==> config.mk <==
export PLATFORM = sky130hd
export DESIGN_NAME = axi4_axi4lite_conv
export DESIGN_NICKNAME = d
export VERILOG_FILES = /design/src/rtl/axi4_axi4lite_conv.sv
export SDC_FILE = /design/constraint.sdc
export NUM_CORES = 1
export LEC_CHECK = 0
export BUFFER_PORTS_ARGS = -buffer_cell sky130_fd_sc_hd__buf_2
export CORE_MARGIN = 1.5
export CORE_UTILIZATION = 52
export CTS_BUF_LIST = sky130_fd_sc_hd__clkbuf_8
export DETAILED_ROUTE_END_ITERATION = 7
export MAX_ROUTING_LAYER = met4
export PLACE_DENSITY_LB_ADDON = 0.12
export SYNTH_ARGS = -nofsm -noshare
export SYNTH_HDL_FRONTEND = slang
export SYNTH_SLANG_ARGS = --single-unit
==> constraint.sdc <==
create_clock -name clk_i -period 2.47 [get_ports clk_i]
set_input_delay 0.3705 -clock clk_i [delete_from_list [all_inputs] [get_ports clk_i]]
set_output_delay 0.3705 -clock clk_i [all_outputs]
set_load 0.1 [all_outputs]
==> src/rtl/axi4_axi4lite_conv.sv <==
// axi4_axi4lite_conv: splits AXI4 bursts into single-beat AXI4-Lite transactions
module axi4_axi4lite_conv (
  input  logic        clk_i,
  input  logic        rst_i,
  input  logic        inport_awvalid_i,
  output logic        inport_awready_o,
  input  logic [31:0] inport_awaddr_i,
  input  logic [3:0]  inport_awid_i,
  input  logic [7:0]  inport_awlen_i,
  input  logic [1:0]  inport_awburst_i,
  input  logic        inport_wvalid_i,
  output logic        inport_wready_o,
  input  logic [31:0] inport_wdata_i,
  input  logic [3:0]  inport_wstrb_i,
  input  logic        inport_wlast_i,
  output logic        inport_bvalid_o,
  input  logic        inport_bready_i,
  output logic [1:0]  inport_bresp_o,
  output logic [3:0]  inport_bid_o,
  input  logic        inport_arvalid_i,
  output logic        inport_arready_o,
  input  logic [31:0] inport_araddr_i,
  input  logic [3:0]  inport_arid_i,
  input  logic [7:0]  inport_arlen_i,
  input  logic [1:0]  inport_arburst_i,
  output logic        inport_rvalid_o,
  input  logic        inport_rready_i,
  output logic [31:0] inport_rdata_o,
  output logic [1:0]  inport_rresp_o,
  output logic [3:0]  inport_rid_o,
  output logic        inport_rlast_o,
  output logic        outport_awvalid_o,
  input  logic        outport_awready_i,
  output logic [31:0] outport_awaddr_o,
  output logic        outport_wvalid_o,
  input  logic        outport_wready_i,
  output logic [31:0] outport_wdata_o,
  output logic [3:0]  outport_wstrb_o,
  input  logic        outport_bvalid_i,
  output logic        outport_bready_o,
  input  logic [1:0]  outport_bresp_i,
  output logic        outport_arvalid_o,
  input  logic        outport_arready_i,
  output logic [31:0] outport_araddr_o,
  input  logic        outport_rvalid_i,
  output logic        outport_rready_o,
  input  logic [31:0] outport_rdata_i,
  input  logic [1:0]  outport_rresp_i
);
  typedef enum logic [2:0] {W_IDLE, W_DATA, W_ISSUE, W_RESP, W_BRESP} wstate_t;
  typedef enum logic [1:0] {R_IDLE, R_ADDR, R_DATA, R_OUT} rstate_t;

  // Beat address advance for 4-byte beats; WRAP with an illegal length degrades to INCR.
  function automatic logic [31:0] next_addr(input logic [31:0] a, input logic [7:0] len, input logic [1:0] burst);
    logic [31:0] mask;
    logic        wrap_ok;
    mask    = {22'd0, len, 2'b11};
    wrap_ok = (len == 8'd1) || (len == 8'd3) || (len == 8'd7) || (len == 8'd15);
    return (burst == 2'b00) ? a :
           (burst == 2'b10 && wrap_ok) ? ((a & ~mask) | ((a + 32'd4) & mask)) : a + 32'd4;
  endfunction

  wstate_t     wstate_q, wstate_d;
  logic [31:0] waddr_q, waddr_d, wdata_q, wdata_d;
  logic [3:0]  wid_q, wid_d, wstrb_q, wstrb_d;
  logic [7:0]  wlen_q, wlen_d, wcnt_q, wcnt_d;
  logic [1:0]  wburst_q, wburst_d, wresp_q, wresp_d;
  logic        awv_q, awv_d, wv_q, wv_d;

  rstate_t     rstate_q, rstate_d;
  logic [31:0] raddr_q, raddr_d, rdata_q, rdata_d;
  logic [3:0]  rid_q, rid_d;
  logic [7:0]  rlen_q, rlen_d, rcnt_q, rcnt_d;
  logic [1:0]  rburst_q, rburst_d, rresp_q, rresp_d;

  // Write path: accept AW, then per beat take one W, issue Lite AW+W, collect Lite B and merge.
  always_comb begin
    wstate_d = wstate_q;
    waddr_d  = waddr_q;
    wdata_d  = wdata_q;
    wid_d    = wid_q;
    wstrb_d  = wstrb_q;
    wlen_d   = wlen_q;
    wcnt_d   = wcnt_q;
    wburst_d = wburst_q;
    wresp_d  = wresp_q;
    awv_d    = awv_q;
    wv_d     = wv_q;
    case (wstate_q)
      W_IDLE: if (inport_awvalid_i) begin
        waddr_d  = inport_awaddr_i;
        wid_d    = inport_awid_i;
        wlen_d   = inport_awlen_i;
        wburst_d = inport_awburst_i;
        wcnt_d   = 8'd0;
        wresp_d  = 2'b00;
        wstate_d = W_DATA;
      end
      W_DATA: if (inport_wvalid_i) begin
        wdata_d  = inport_wdata_i;
        wstrb_d  = inport_wstrb_i;
        awv_d    = 1'b1;
        wv_d     = 1'b1;
        wstate_d = W_ISSUE;
      end
      W_ISSUE: begin
        awv_d    = awv_q & ~outport_awready_i;
        wv_d     = wv_q & ~outport_wready_i;
        wstate_d = (!awv_d && !wv_d) ? W_RESP : W_ISSUE;
      end
      W_RESP: if (outport_bvalid_i) begin
        wresp_d  = (wresp_q == 2'b00) ? outport_bresp_i : wresp_q;
        wcnt_d   = (wcnt_q == wlen_q) ? wcnt_q : wcnt_q + 8'd1;
        waddr_d  = (wcnt_q == wlen_q) ? waddr_q : next_addr(waddr_q, wlen_q, wburst_q);
        wstate_d = (wcnt_q == wlen_q) ? W_BRESP : W_DATA;
      end
      W_BRESP: if (inport_bready_i) wstate_d = W_IDLE;
      default: wstate_d = W_IDLE;
    endcase
  end

  // Read path: accept AR, then per beat issue Lite AR, capture Lite R, present it upstream.
  always_comb begin
    rstate_d = rstate_q;
    raddr_d  = raddr_q;
    rdata_d  = rdata_q;
    rid_d    = rid_q;
    rlen_d   = rlen_q;
    rcnt_d   = rcnt_q;
    rburst_d = rburst_q;
    rresp_d  = rresp_q;
    case (rstate_q)
      R_IDLE: if (inport_arvalid_i) begin
        raddr_d  = inport_araddr_i;
        rid_d    = inport_arid_i;
        rlen_d   = inport_arlen_i;
        rburst_d = inport_arburst_i;
        rcnt_d   = 8'd0;
        rstate_d = R_ADDR;
      end
      R_ADDR: if (outport_arready_i) rstate_d = R_DATA;
      R_DATA: if (outport_rvalid_i) begin
        rdata_d  = outport_rdata_i;
        rresp_d  = outport_rresp_i;
        rstate_d = R_OUT;
      end
      R_OUT: if (inport_rready_i) begin
        rcnt_d   = (rcnt_q == rlen_q) ? rcnt_q : rcnt_q + 8'd1;
        raddr_d  = (rcnt_q == rlen_q) ? raddr_q : next_addr(raddr_q, rlen_q, rburst_q);
        rstate_d = (rcnt_q == rlen_q) ? R_IDLE : R_ADDR;
      end
      default: rstate_d = R_IDLE;
    endcase
  end

  // State and payload registers for both paths.
  always_ff @(posedge clk_i or negedge rst_i) begin
    if (!rst_i) begin
      wstate_q <= W_IDLE;
      waddr_q  <= '0;
      wdata_q  <= '0;
      wid_q    <= '0;
      wstrb_q  <= '0;
      wlen_q   <= '0;
      wcnt_q   <= '0;
      wburst_q <= '0;
      wresp_q  <= '0;
      awv_q    <= 1'b0;
      wv_q     <= 1'b0;
      rstate_q <= R_IDLE;
      raddr_q  <= '0;
      rdata_q  <= '0;
      rid_q    <= '0;
      rlen_q   <= '0;
      rcnt_q   <= '0;
      rburst_q <= '0;
      rresp_q  <= '0;
    end else begin
      wstate_q <= wstate_d;
      waddr_q  <= waddr_d;
      wdata_q  <= wdata_d;
      wid_q    <= wid_d;
      wstrb_q  <= wstrb_d;
      wlen_q   <= wlen_d;
      wcnt_q   <= wcnt_d;
      wburst_q <= wburst_d;
      wresp_q  <= wresp_d;
      awv_q    <= awv_d;
      wv_q     <= wv_d;
      rstate_q <= rstate_d;
      raddr_q  <= raddr_d;
      rdata_q  <= rdata_d;
      rid_q    <= rid_d;
      rlen_q   <= rlen_d;
      rcnt_q   <= rcnt_d;
      rburst_q <= rburst_d;
      rresp_q  <= rresp_d;
    end
  end

  assign inport_awready_o  = wstate_q == W_IDLE;
  assign inport_wready_o   = wstate_q == W_DATA;
  assign inport_bvalid_o   = wstate_q == W_BRESP;
  assign inport_bresp_o    = wresp_q;
  assign inport_bid_o      = wid_q;
  assign outport_awvalid_o = awv_q;
  assign outport_awaddr_o  = waddr_q;
  assign outport_wvalid_o  = wv_q;
  assign outport_wdata_o   = wdata_q;
  assign outport_wstrb_o   = wstrb_q;
  assign outport_bready_o  = wstate_q == W_RESP;
  assign inport_arready_o  = rstate_q == R_IDLE;
  assign outport_arvalid_o = rstate_q == R_ADDR;
  assign outport_araddr_o  = raddr_q;
  assign outport_rready_o  = rstate_q == R_DATA;
  assign inport_rvalid_o   = rstate_q == R_OUT;
  assign inport_rdata_o    = rdata_q;
  assign inport_rresp_o    = rresp_q;
  assign inport_rid_o      = rid_q;
  assign inport_rlast_o    = (rstate_q == R_OUT) && (rcnt_q == rlen_q);
endmodule

* Yosys cells after proc, flatten, opt, wreduce, memory -nomap -nowiden
Cells that the tools add are included.
Cells by class: div/mod/pow operators 0, $mul 0, muxes and demuxes 40, reduce and logical (&&, ||, !) cells 32, shift operators 0, equal/unequal tests 32, $lt $le $gt $ge 0, $add $sub $neg 4, bitwise logic cells 12
Operators by type and width (count):
- 32-bit two-way mux | 10
- 32-bit one-hot mux with 2 select lines | 2
- 32-bit by 3-bit adder with 32-bit output (second input constant) | 2
- 32-bit by 10-bit bitwise AND with 32-bit output | 2
- 32-bit bitwise AND | 2
- 10-bit inverter with 32-bit output | 2
- 32-bit bitwise OR | 2
- 8-bit two-way mux | 6
- 8-bit one-hot mux with 2 select lines | 2
- 4-bit AND reduction | 5
- 2-bit inequality test (second input constant) | 9
- 8-bit by 1-bit adder with 8-bit output (second input constant) | 2
- 8-bit by 1-bit == test with 1-bit output (second input constant) | 2
- 8-bit by 2-bit == test with 1-bit output (second input constant) | 2
- 8-bit by 3-bit == test with 1-bit output (second input constant) | 2
- 8-bit by 4-bit == test with 1-bit output (second input constant) | 2
- 8-bit == test | 2
- 3-bit two-way mux | 5
- 3-bit one-hot mux with 5 select lines | 1
- 2-bit two-way mux | 7
- 2-bit AND reduction | 5
- 5-bit AND reduction | 2
- 2-bit == test (second input constant) | 4
- 2-bit logical NOT | 4
- other kinds (16) | 36
Storage, ports and cells: word-level logic and storage cells 139, input bits 177, bits in writable memories 0, bits in read-only memories 0, output and inout bits 155, flip-flop bits (word level) 187, latch bits 0, memories 0

* Logic depth before layout (Yosys ltp)
word-level depth 10, depth in mapped cells 10, mapped depth without buffers 8

* Least setup slack after synthesis
OpenSTA, ideal clock, no wires.
path type register to output, start point reg rstate_q[1], end point out inport_rlast_o, path slack -1.032 ns, path buffers 2, arrival time 3.132 ns, stages on the path, launching flop included 6, path through dfrtp_1 -> ha_1 -> inv_1 -> clkbuf_1 -> clkbuf_1 -> nor2_1
On the way: word-level cells in the longest chain between the ends 2
RTL lines:
- start, declared | RTL line 70 | rstate_t rstate_q, rstate_d;
- start signal, assigned | RTL line 190 | rstate_q <= rstate_d;
- 2-bit == test
- via inport_rvalid_o | RTL line 26 | output logic inport_rvalid_o,
- 1-bit logical AND | RTL line 220 | assign inport_rlast_o = (rstate_q == R_OUT) && (rcnt_q == rlen_q);
- end, declared | RTL line 31 | output logic inport_rlast_o,
The timed path passes the listed nets, and every way through them passes these cells.

* Worst setup path in the final report
start point reg rlen_q[4], end point out inport_rlast_o
On the way: word-level cells in the longest chain between the ends 2
RTL lines:
- start, declared | RTL line 73 | logic [7:0] rlen_q, rlen_d, rcnt_q, rcnt_d;
- start signal, assigned | RTL line 194 | rlen_q <= rlen_d;
- 8-bit == test | RTL line 220
- 1-bit logical AND | RTL line 220
Every way passes these cells.

==> impl_metrics.tcl <==
set metrics [dict create \
    fill_cells 1448 \
    fmaxAchievable_mhz 420 \
    syn_area_per_cell_um2 10.2 \
    ys_warn_count 0 \
    ys_ff_latch 187 \
    required_ns 2.10 \
    post-route-period-util_pct 96.4 \
    cts_tree "done" \
    synth_edf_count 0 \
    start_util_pct 52.9 \
    drt-initial-drc-count 589 \
    synthSimpleGateAreaFrac_pct 17.7 \
    setup_violations 0 \
    hold_class "in2reg" \
    hpwl_um 18400 \
    antenna_found_initial 2 \
    synth_top_family_by_area "simple AND/OR/NAND/NOR gates" \
    synthMuxAreaShare_pct 12.0 \
    synth-xor-area-share_pct 1.85 \
    worstPathArrival_ns 2.01 \
    status "finished, final reports clean" \
    grt-ovfl-total 0 \
    viasPerCell 5.54 \
    wirelength_um 25200 \
    syn2layout_area_growth_pct 27.6 \
    synth_compound_area_share_pct 14.6 \
    drc 0 \
    cap_violations 0 \
    gp_congestion 0.865 \
    min_period_ns 2.38 \
    tightest_slew_ns 0.682 \
    die_height_um 138 \
    coreArea_um2 17900 \
    die_w_um 138 \
    root_buffer "clkbuf_8" \
    end_kind "output pin" \
    wire_per_inst_um 16.5 \
    synth.net_count 1115 \
    insertion_delay_ns 0.48 \
    port_buffers 330 \
    yosys.area.top_type "dfrtp_1" \
    dr.pass1.iters 5 \
    synth_top_cell_area_share_pct 49.4 \
    syn_inst 929 \
    htree_levels 4 \
    dp_cells 1479 \
    final_max_slew_viol_count 0 \
    finalClockSkew_ns 0.0183 \
    fp.dieArea_um2 19000 \
    hold_violations 0 \
    clock_path_buffers 2 \
    grt_pass1_wl_um 38900 \
    cp-start-kind "flop" \
    num_vias 8442 \
    ys.flop_type "dfrtp_1" \
    nets 1466 \
    grt_pass1_vias 7779 \
    grt_util_all_layers_pct 26.7 \
    postRouteAntennaNets 0 \
    synth_area_leaders "dfrtp_1 49%, mux2_2 11%, nand2_1 5.4%" \
    ios 332 \
    finalNonFillerCells 1524 \
    grt_max_degree 71 \
    drive_above_1_share_pct 42.8 \
    path_clk_slew_ns 0.11 \
    syn_area_um2 9480 \
    crit_fanout 3 \
    slew-limit-headroom_pct 54.4 \
    std_cell_rows 49 \
    clock_sinks 187 \
    rsz0062_at_grt "yes" \
    worstSetupPathType "reg2out" \
    async_flop_share_pct 100 \
    ys_seq_area_share_pct 49.4 \
    synth_cell_types 73 \
    cts_made_buffers 17 \
    synth_adder_area_share_pct 1.19 \
]
-- state kept, by name (all words and copies together), names as in the netlist, 8 cells and up, named ones only --
signal / cells
rcnt_q: 8
outport_wdata_o: 32
rlen_q: 8
outport_araddr_o: 25
inport_rdata_o: 32
wlen_q: 8
outport_awaddr_o: 25
wcnt_q: 8
-- area by class of cell --
class	count	area [um2]	area share, %
Antenna cell	2	5.00	0.0414
Clock buffer	17	234	1.94
Timing Repair Buffer	373	2070	17.1
Multi-Input combinational cell	676	4530	37.5
Tap cell	229	287	2.37
Clock inverter	15	155	1.28
Sequential cell	187	4710	39.0
Inverter	25	97.6	0.807
-- cell usage in the layout (no fill, tap or decap), types with 18 or more instances in the layout --
cell | netlist | routed
buf_4 | 3 | 38
xor2_1 | 19 | 19
nor2_1 | 59 | 58
nand4_1 | 22 | 22
a21oi_1 | 39 | 39
o21ai_0 | 76 | 62
clkbuf_8 | 0 | 18
nand2_1 | 137 | 137
buf_2 | 12 | 327
mux2_2 | 90 | 90
nand3_1 | 26 | 26
dfrtp_1 | 187 | 162
dfrtp_2 | 0 | 25
and3_1 | 18 | 18
inv_1 | 24 | 24
-- layer usage --
metal	global-route usage, %	vias to the layer above	routed length [um]
li1	-	4060	-
met1	34.8	4031	10800
met2	42.3	308	12300
met3	4.64	43	1480
met4	9.66	0	567
met5	-	-	0
-- cell families (layout without fill, tap and decap cells) --
group | count (synthesis) | count (layout)
mux | 102 | 102
simple gates | 338 | 338
compound gates | 207 | 207
xor+xnor | 20 | 20
buf+inv | 66 | 430
other cells | 0 | 2
fa+ha+maj | 9 | 9
flops | 187 | 187
-- critical path: stages (launching register included) --
cell     delay [ns]
dfrtp_1        0.46
xor2_1         0.20
nor4_2         0.31
buf_4          0.21
nand2_8        0.06
nor2_4         0.12
buf_12         0.18
-- cells in the mapped netlist, types with 3 or more instances --
| library cell | number |
|---|---|
| mux2_2 | 90 |
| a22oi_1 | 5 |
| o311ai_1 | 8 |
| nand2b_1 | 5 |
| nor3_1 | 9 |
| and4_1 | 5 |
| a21oi_1 | 39 |
| nor3b_1 | 4 |
| nand2_2 | 3 |
| nor4_1 | 12 |
| and3_1 | 18 |
| a21oi_2 | 3 |
| nand2_1 | 137 |
| ha_1 | 9 |
| o2bb2ai_1 | 11 |
| a32oi_1 | 5 |
| and2_1 | 11 |
| nand3_1 | 26 |
| o22ai_1 | 3 |
| buf_6 | 5 |
| xor2_1 | 19 |
| o21ai_0 | 76 |
| inv_1 | 24 |
| buf_2 | 12 |
| nor4_2 | 3 |
| buf_4 | 3 |
| o211ai_1 | 10 |
| a31oi_1 | 3 |
| a22o_1 | 11 |
| nor3_2 | 3 |
| o21ai_1 | 3 |
| nand4_1 | 22 |
| mux2i_1 | 12 |
| dfrtp_1 | 187 |
| nor2b_1 | 5 |
| nor2_1 | 59 |
| clkbuf_1 | 20 |
| o31ai_1 | 6 |
-- per-stage QoR --
step	hold slack (ns)	setup TNS, ns	worst slack (ns)	area, um2	util [%]
after floorplan	0.0749	-6.69	-0.232	9540	-
after global placement	0.253	0	0.310	11600	64.7
after detailed placement	0.253	0	0.296	11600	64.7
after CTS	0.0562	0	0.0561	12000	67.2
after global routing	0.0642	-0.0444	-0.0444	12100	67.5
final	0.0811	0	0.0877	12100	67.5
-- final timing paths --
path                                     start                   end  slack (ns)  depth (start not counted)
max                                  rlen_q[4]        inport_rlast_o        0.09                          6
min                           inport_awid_i[3]       inport_bid_o[3]        0.08                          3
max reg2reg                          rlen_q[4]  outport_araddr_o[18]        0.23                          9
min reg2reg                outport_araddr_o[0]   outport_araddr_o[0]        0.48                          2
max in group asynchronous                rst_i             async pin        1.46                          3
min in group asynchronous                rst_i       inport_rid_o[3]        0.31                          2
-- what timing repair did --
item / CTS / global route
hold buffers: 1 / 0
setup endpoints to repair: 1 / 1
gates resized for setup: 3 / 4
buffers inserted: 4 / 6
pin swaps: 2 / 5
endpoints found under the hold margin: 19 / 0
Power is left out: the tool's default activity adds up to more than one toggle a clock period on the data nets, which glitch-free logic cannot reach.
